## src/rtl/alu_issue_ctrl_pkg.sv

```systemverilog
// Shared definitions for the ALU issue controller: op codes, FSM states, helpers.
// Pure declarations, no logic latency.
// No flow control lives here.
package alu_issue_ctrl_pkg;

  localparam int ALU_WIDTH = 16;
  localparam int ALU_OPW   = 3;

  // Assigned op codes; 3'b111 is the single unassigned encoding.
  localparam logic [2:0] ALU_OP_0       = 3'b000;
  localparam logic [2:0] ALU_OP_1       = 3'b001;
  localparam logic [2:0] ALU_OP_2       = 3'b010;
  localparam logic [2:0] ALU_OP_3       = 3'b011;
  localparam logic [2:0] ALU_OP_4       = 3'b100;
  localparam logic [2:0] ALU_OP_5       = 3'b101;
  localparam logic [2:0] ALU_OP_6       = 3'b110;
  localparam logic [2:0] ALU_OP_ILLEGAL = 3'b111;

  // Issue FSM: accept, hold operands for the settle time, present result.
  typedef enum logic [1:0] {
    ST_IDLE   = 2'd0,
    ST_SETTLE = 2'd1,
    ST_RESP   = 2'd2
  } issue_state_t;

  // True for any op code the ALU implements.
  function automatic logic op_is_legal(input logic [2:0] op);
    return (op != ALU_OP_ILLEGAL);
  endfunction

endpackage

```

## src/rtl/alu_issue_ctrl.sv

```systemverilog
// Initiator for the combinational ALU: registers operands, waits SETTLE cycles, returns result.
// Latency: rsp_valid SETTLE+1 cycles after accept for legal ops, 1 cycle for the illegal op.
// Backpressure: one op in flight; req_ready low until the response handshakes, rsp_* held stable.
module alu_issue_ctrl
  import alu_issue_ctrl_pkg::*;
#(
  parameter int WIDTH  = 16,
  parameter int OPW    = 3,
  parameter int SETTLE = 1,
  parameter int CNT_W  = 8
) (
  input  logic             clk,
  input  logic             rst,
  input  logic             req_valid,
  output logic             req_ready,
  input  logic [OPW-1:0]   req_op,
  input  logic [WIDTH-1:0] req_a,
  input  logic [WIDTH-1:0] req_b,
  output logic [WIDTH-1:0] alu_a,
  output logic [WIDTH-1:0] alu_b,
  output logic [OPW-1:0]   alu_op,
  input  logic [WIDTH-1:0] alu_out,
  input  logic [WIDTH-1:0] alu_r15,
  input  logic             alu_of,
  output logic             rsp_valid,
  input  logic             rsp_ready,
  output logic [WIDTH-1:0] rsp_out,
  output logic [WIDTH-1:0] rsp_r15,
  output logic             rsp_of,
  output logic             rsp_err,
  input  logic             of_clr,
  output logic             of_sticky,
  output logic             busy,
  output logic [CNT_W-1:0] op_count
);

  // Settle counter is 4 bits wide, enough for the 1..15 cycle range.
  localparam logic [3:0]     SETTLE_LOAD = 4'(SETTLE - 1);
  localparam logic [OPW-1:0] OP_ILLEGAL  = OPW'(ALU_OP_ILLEGAL);

  issue_state_t     state_q;
  logic [3:0]       cnt_q;
  logic [WIDTH-1:0] alu_a_q, alu_b_q;
  logic [OPW-1:0]   alu_op_q;
  logic [WIDTH-1:0] rsp_out_q, rsp_r15_q;
  logic             rsp_of_q, rsp_err_q;
  logic             of_sticky_q, of_sticky_d;
  logic [CNT_W-1:0] op_count_q, op_count_d;

  logic req_illegal;
  logic capture_evt;
  logic rsp_hs;

  assign req_illegal = (req_op == OP_ILLEGAL);
  assign capture_evt = (state_q == ST_SETTLE) && (cnt_q == 4'd0);
  assign rsp_hs      = (state_q == ST_RESP) && rsp_ready;

  // Issue FSM with operand, settle-counter and result capture registers.
  always_ff @(posedge clk or posedge rst) begin
    if (rst) begin
      state_q   <= ST_IDLE;
      cnt_q     <= 4'd0;
      alu_a_q   <= '0;
      alu_b_q   <= '0;
      alu_op_q  <= '0;
      rsp_out_q <= '0;
      rsp_r15_q <= '0;
      rsp_of_q  <= 1'b0;
      rsp_err_q <= 1'b0;
    end else begin
      case (state_q)
        ST_IDLE: begin
          if (req_valid) begin
            // Operands are driven to the ALU even for the illegal op.
            alu_a_q  <= req_a;
            alu_b_q  <= req_b;
            alu_op_q <= req_op;
            if (req_illegal) begin
              rsp_out_q <= '0;
              rsp_r15_q <= '0;
              rsp_of_q  <= 1'b0;
              rsp_err_q <= 1'b1;
              state_q   <= ST_RESP;
            end else begin
              rsp_err_q <= 1'b0;
              cnt_q     <= SETTLE_LOAD;
              state_q   <= ST_SETTLE;
            end
          end
        end
        ST_SETTLE: begin
          if (cnt_q == 4'd0) begin
            rsp_out_q <= alu_out;
            rsp_r15_q <= alu_r15;
            rsp_of_q  <= alu_of;
            rsp_err_q <= 1'b0;
            state_q   <= ST_RESP;
          end else begin
            cnt_q <= cnt_q - 4'd1;
          end
        end
        ST_RESP: begin
          if (rsp_ready) begin
            state_q <= ST_IDLE;
          end
        end
        default: state_q <= ST_IDLE;
      endcase
    end
  end

  // Sticky overflow: a capture with of=1 beats a simultaneous clear.
  always_comb begin
    of_sticky_d = of_sticky_q;
    if (capture_evt && alu_of) begin
      of_sticky_d = 1'b1;
    end else if (of_clr) begin
      of_sticky_d = 1'b0;
    end
  end

  // Completed-op counter: only legal responses count; wraps naturally.
  always_comb begin
    op_count_d = op_count_q;
    if (rsp_hs && !rsp_err_q) begin
      op_count_d = op_count_q + 1'b1;
    end
  end

  // Status registers; reset discards history along with any pending result.
  always_ff @(posedge clk or posedge rst) begin
    if (rst) begin
      of_sticky_q <= 1'b0;
      op_count_q  <= '0;
    end else begin
      of_sticky_q <= of_sticky_d;
      op_count_q  <= op_count_d;
    end
  end

  assign req_ready = (state_q == ST_IDLE);
  assign busy      = (state_q != ST_IDLE);
  assign rsp_valid = (state_q == ST_RESP);
  assign alu_a     = alu_a_q;
  assign alu_b     = alu_b_q;
  assign alu_op    = alu_op_q;
  assign rsp_out   = rsp_out_q;
  assign rsp_r15   = rsp_r15_q;
  assign rsp_of    = rsp_of_q;
  assign rsp_err   = rsp_err_q;
  assign of_sticky = of_sticky_q;
  assign op_count  = op_count_q;

endmodule

```

## config.mk

```make
export PLATFORM = sky130hd
export DESIGN_NAME = alu_issue_ctrl
export DESIGN_NICKNAME = d
export VERILOG_FILES = /design/src/rtl/alu_issue_ctrl_pkg.sv /design/src/rtl/alu_issue_ctrl.sv
export SDC_FILE = /design/constraint.sdc
export NUM_CORES = 1
export LEC_CHECK = 0
export ABC_CLOCK_PERIOD_IN_PS = 3000
export BUFFER_PORTS_ARGS = -buffer_cell sky130_fd_sc_hd__buf_4
export CORE_UTILIZATION = 48
export DETAILED_ROUTE_END_ITERATION = 6
export GPL_TIMING_DRIVEN = 0
export PLACE_DENSITY = 0.81
export SYNTH_ARGS = -nofsm -noshare
export SYNTH_HDL_FRONTEND = slang
export SYNTH_SLANG_ARGS = --single-unit
```

## constraint.sdc

```tcl
create_clock -name clk -period 3 [get_ports clk]
set_input_delay 0.3 -clock clk [delete_from_list [all_inputs] [get_ports clk]]
set_output_delay 0.3 -clock clk [all_outputs]
set_load 0.01 [all_outputs]
```

==> summary.md <==
| Metric | Value |
|---|---|
| Vias/cell | `4.763` |
| Yosys cell types | `32` |
| Total Power | `5.261 mW` |
| Longest Clk Path Bufs | `2` |
| Htree depth | `3` |
| Skew-Pair Late Insertion Delay | `0.34 ns` |
| Worst vdd ir | `0.0004907 V` |
| Total wire length | `8.348 mm` |
| Max-cap viol count | `0` |
| Arrival time worst endpoint | `1.98 ns` |
| Fin crit share | `58.36%` |
| DR pass1 iterations | `4` |
| RSZ-0062 raised after global routing | `false` |
| Hold Path Class | `input port to flip-flop` |
| Width of the die | `90.08 um` |
| Num CTS Buffers | `9` |
| CTS tree | `done` |
| Number of global-route vias before repair | `2842` |
| Worst setup SP type | `flip-flop` |
| Final Hold Vio Count | `0` |
| Worst setup EP type | `flip-flop` |
| Most common cell after layout, fill and taps aside | `buf_4` |
| Most frequent cells in the layout | `buf_4, dfrtp_1, inv_1, nand2_1, mux2i_1` |
| Sequential element share of the synthesized area | `56.45%` |
| Die span in y | `90.08 um` |
| Post-DR wirelength/cell | `14.88 um` |
| CTS Sinks | `84` |
| Reg2reg start | `cnt_q[0]$_DFFE_PP0P_` |
| R2R setup slack | `1.25 ns` |
| CP startpoint | `cnt_q[0]$_DFFE_PP0P_` |
| Crit path max fanout | `5` |
| 1st-iter DRT viols | `90` |
| FF-to-FF End | `cnt_q[0]$_DFFE_PP0P_` |
| Die area | `8114 um^2` |
| Input/output buffers | `153` |
| Routability cong. | `0.7473` |
| Yosys reg bits | `84` |
| Relative slew slack | `64.91%` |
| GRT Util Overall | `21.60%` |
| Diode count | `0` |
| Clock Skew | `0.007630 ns` |
| Worst-Margin Slew | `0.5239 ns` |
| GR Overflow Total | `0` |
| Status | `finished clean` |
| Core Region | `7370 um^2` |
| Slowest cell on crit path | `dfrtp_1` |
| Critical Path RT | `3.23 ns` |
| Fillcell total | `570` |
| IO Pins | `154` |
| Post-CTS Resized | `0` |
| Initial Utilization | `50.53%` |
| Yosys Warn Count | `0` |
| Pwr/cell area | `1000 nW/um^2` |
| Num rows | `31` |
| Crit-path cells | `inv_1, ha_1, nor3b_1, mux2_2, a22o_1` |
| Syn Nets | `366` |
| Final HPWL DP | `6.369 mm` |
| Global-route wire length before repair | `13.83 mm` |
| Initial antenna violation count | `0` |
| Tmin final | `1.751 ns` |
| Post-Syn Instances | `291` |
| Largest net degree at the start of global routing | `49` |
| Avg Cell Area, Syn | `12.80 um^2` |
| Final antenna-violating net count | `0` |
| Final Hold Slack | `0.1820 ns` |
| Routed vias | `2672` |
| CP endpoint | `cnt_q[0]$_DFFE_PP0P_` |
| Setup-failing EPs final | `0` |
| Root Buffer Master | `clkbuf_8` |
| Worst-path clk slew | `0.08 ns` |
| Slew Limit Fails | `0` |
| Mapped Area | `3724 um^2` |
| R2R cell count | `5` |
| CP Class | `flip-flop to flip-flop` |
| P&R area growth vs syn | `41.30%` |
| CP max stage delay | `0.43 ns` |
| Drc violations | `0` |
| Layout cells sized above 1 | `48.05%` |
| Cell leakage power | `2.710 nW` |
| Final #Nets | `532` |
| Highest clock rate | `571.2 MHz` |
## kinds of logic after synthesis
| group | after synthesis | synth area share [%] |
|---|---|---|
| muxes | 70 | 22.92 |
| DFF | 84 | 56.45 |
| buffers and inverters | 55 | 7.963 |
| xor gates and xnor gates | 7 | 1.647 |
| AOI/OAI and AO/OA | 11 | 2.419 |
| and+or+nand+nor | 62 | 7.930 |
| adders and majority gates | 2 | 0.6719 |
## synth_stat cells, drive strengths merged
library cell / instances / share of area [%]
a22o: 5 / 1.2
o21ai: 1 / 0.13
nand3: 2 / 0.27
o22ai: 2 / 0.50
mux2: 38 / 14
mux2i: 32 / 8.6
or4bb: 1 / 0.30
dfrtp: 84 / 56
nand4bb: 2 / 0.60
xor2: 2 / 0.47
and3: 1 / 0.17
xnor2: 5 / 1.2
buf: 10 / 3.4
a31oi: 1 / 0.17
a21o: 1 / 0.20
nand4: 3 / 0.50
nor3b: 1 / 0.20
ha: 2 / 0.67
nor2b: 1 / 0.17
nor3: 4 / 0.54
or3b: 1 / 0.30
nor2: 6 / 0.60
inv: 41 / 4.1
and4bb: 1 / 0.34
clkbuf: 4 / 0.40
o2bb2ai: 1 / 0.24
nand2: 39 / 3.9
## power by group
group	switching [mW]	internal [mW]	total, mW
combinational	1.07	1.39	2.47
clock	0.399	0.492	0.891
sequential	0.298	1.61	1.90
## state kept, by name, summed over array words and instances, names as in the netlist
signal     cells
state_q        2
rsp_out       16
rsp_r15       16
op_count       8
rsp_of         1
alu_a         16
alu_b         16
alu_op         3
cnt_q          4
rsp_err        1
of_sticky      1
## layout make-up
class | instances | area, um^2 | area share [%]
timing repair buffer | 155 | 1186 | 22.54
inverter | 41 | 156.4 | 2.973
buffer | 14 | 142.6 | 2.711
multi-input combinational | 152 | 1325 | 25.18
clock buffer | 10 | 137.6 | 2.616
tap | 99 | 123.9 | 2.354
clock inverter | 6 | 87.58 | 1.665
sequential | 84 | 2102 | 39.95
## worst min path at each step
stage                             from                       to  slack, ns  cells past startpoint
2_1_floorplan                   alu_of       rsp_of$_DFFE_PP0P_       0.42                      1
3_3_place_gp   op_count[7]$_DFFE_PP0P_  op_count[7]$_DFFE_PP0P_       0.46                      1
3_5_place_dp                       rst    alu_a[12]$_DFFE_PP0P_       0.37                      2
4_1_cts                       req_a[1]     alu_a[1]$_DFFE_PP0P_       0.16                      2
5_1_grt                      req_b[15]    alu_b[15]$_DFFE_PP0P_       0.17                      2
6_report                      req_a[1]     alu_a[1]$_DFFE_PP0P_       0.18                      2
## metrics by stage
stage / instances / util, % / TNS (ns) / worst slack [ns] / instance area (um^2)
after global placement: 543 / 67.79 / -36.68 / -0.4410 / 4996
after detailed placement: 544 / 68.20 / 0 / 1.266 / 5026
after floorplan: 291 / - / 0 / 0.5349 / 3724
after CTS: 561 / 71.39 / 0 / 1.250 / 5261
after global routing: 561 / 71.39 / 0 / 1.094 / 5261
final: 561 / 71.39 / 0 / 1.249 / 5261
## timing repair
item                                   CTS  global route
endpoints found under the hold margin   31             0
setup buffers                            0             0
hold buffers                             1             0
## per-layer routing
| metal | global-route usage, % | up-vias | share of wire, % |
|---|---|---|---|
| li1 | - | 1286 | - |
| met1 | 24.87 | 1291 | 39 |
| met5 | 0 | - | 0 |
| met4 | 12.23 | 0 | 3.9 |
| met3 | 3.807 | 23 | 4.1 |
| met2 | 37.85 | 72 | 53 |
## worst max-delay path, delay by kind of cell (launching register included)
family          cells  cell delay [ns]
compound gates      1             0.18
mux                 1             0.38
fa+ha+maj           1             0.22
simple gates        1             0.36
flops               1             0.43
buf+inv             1             0.07
(Power assumes the default switching activity.)
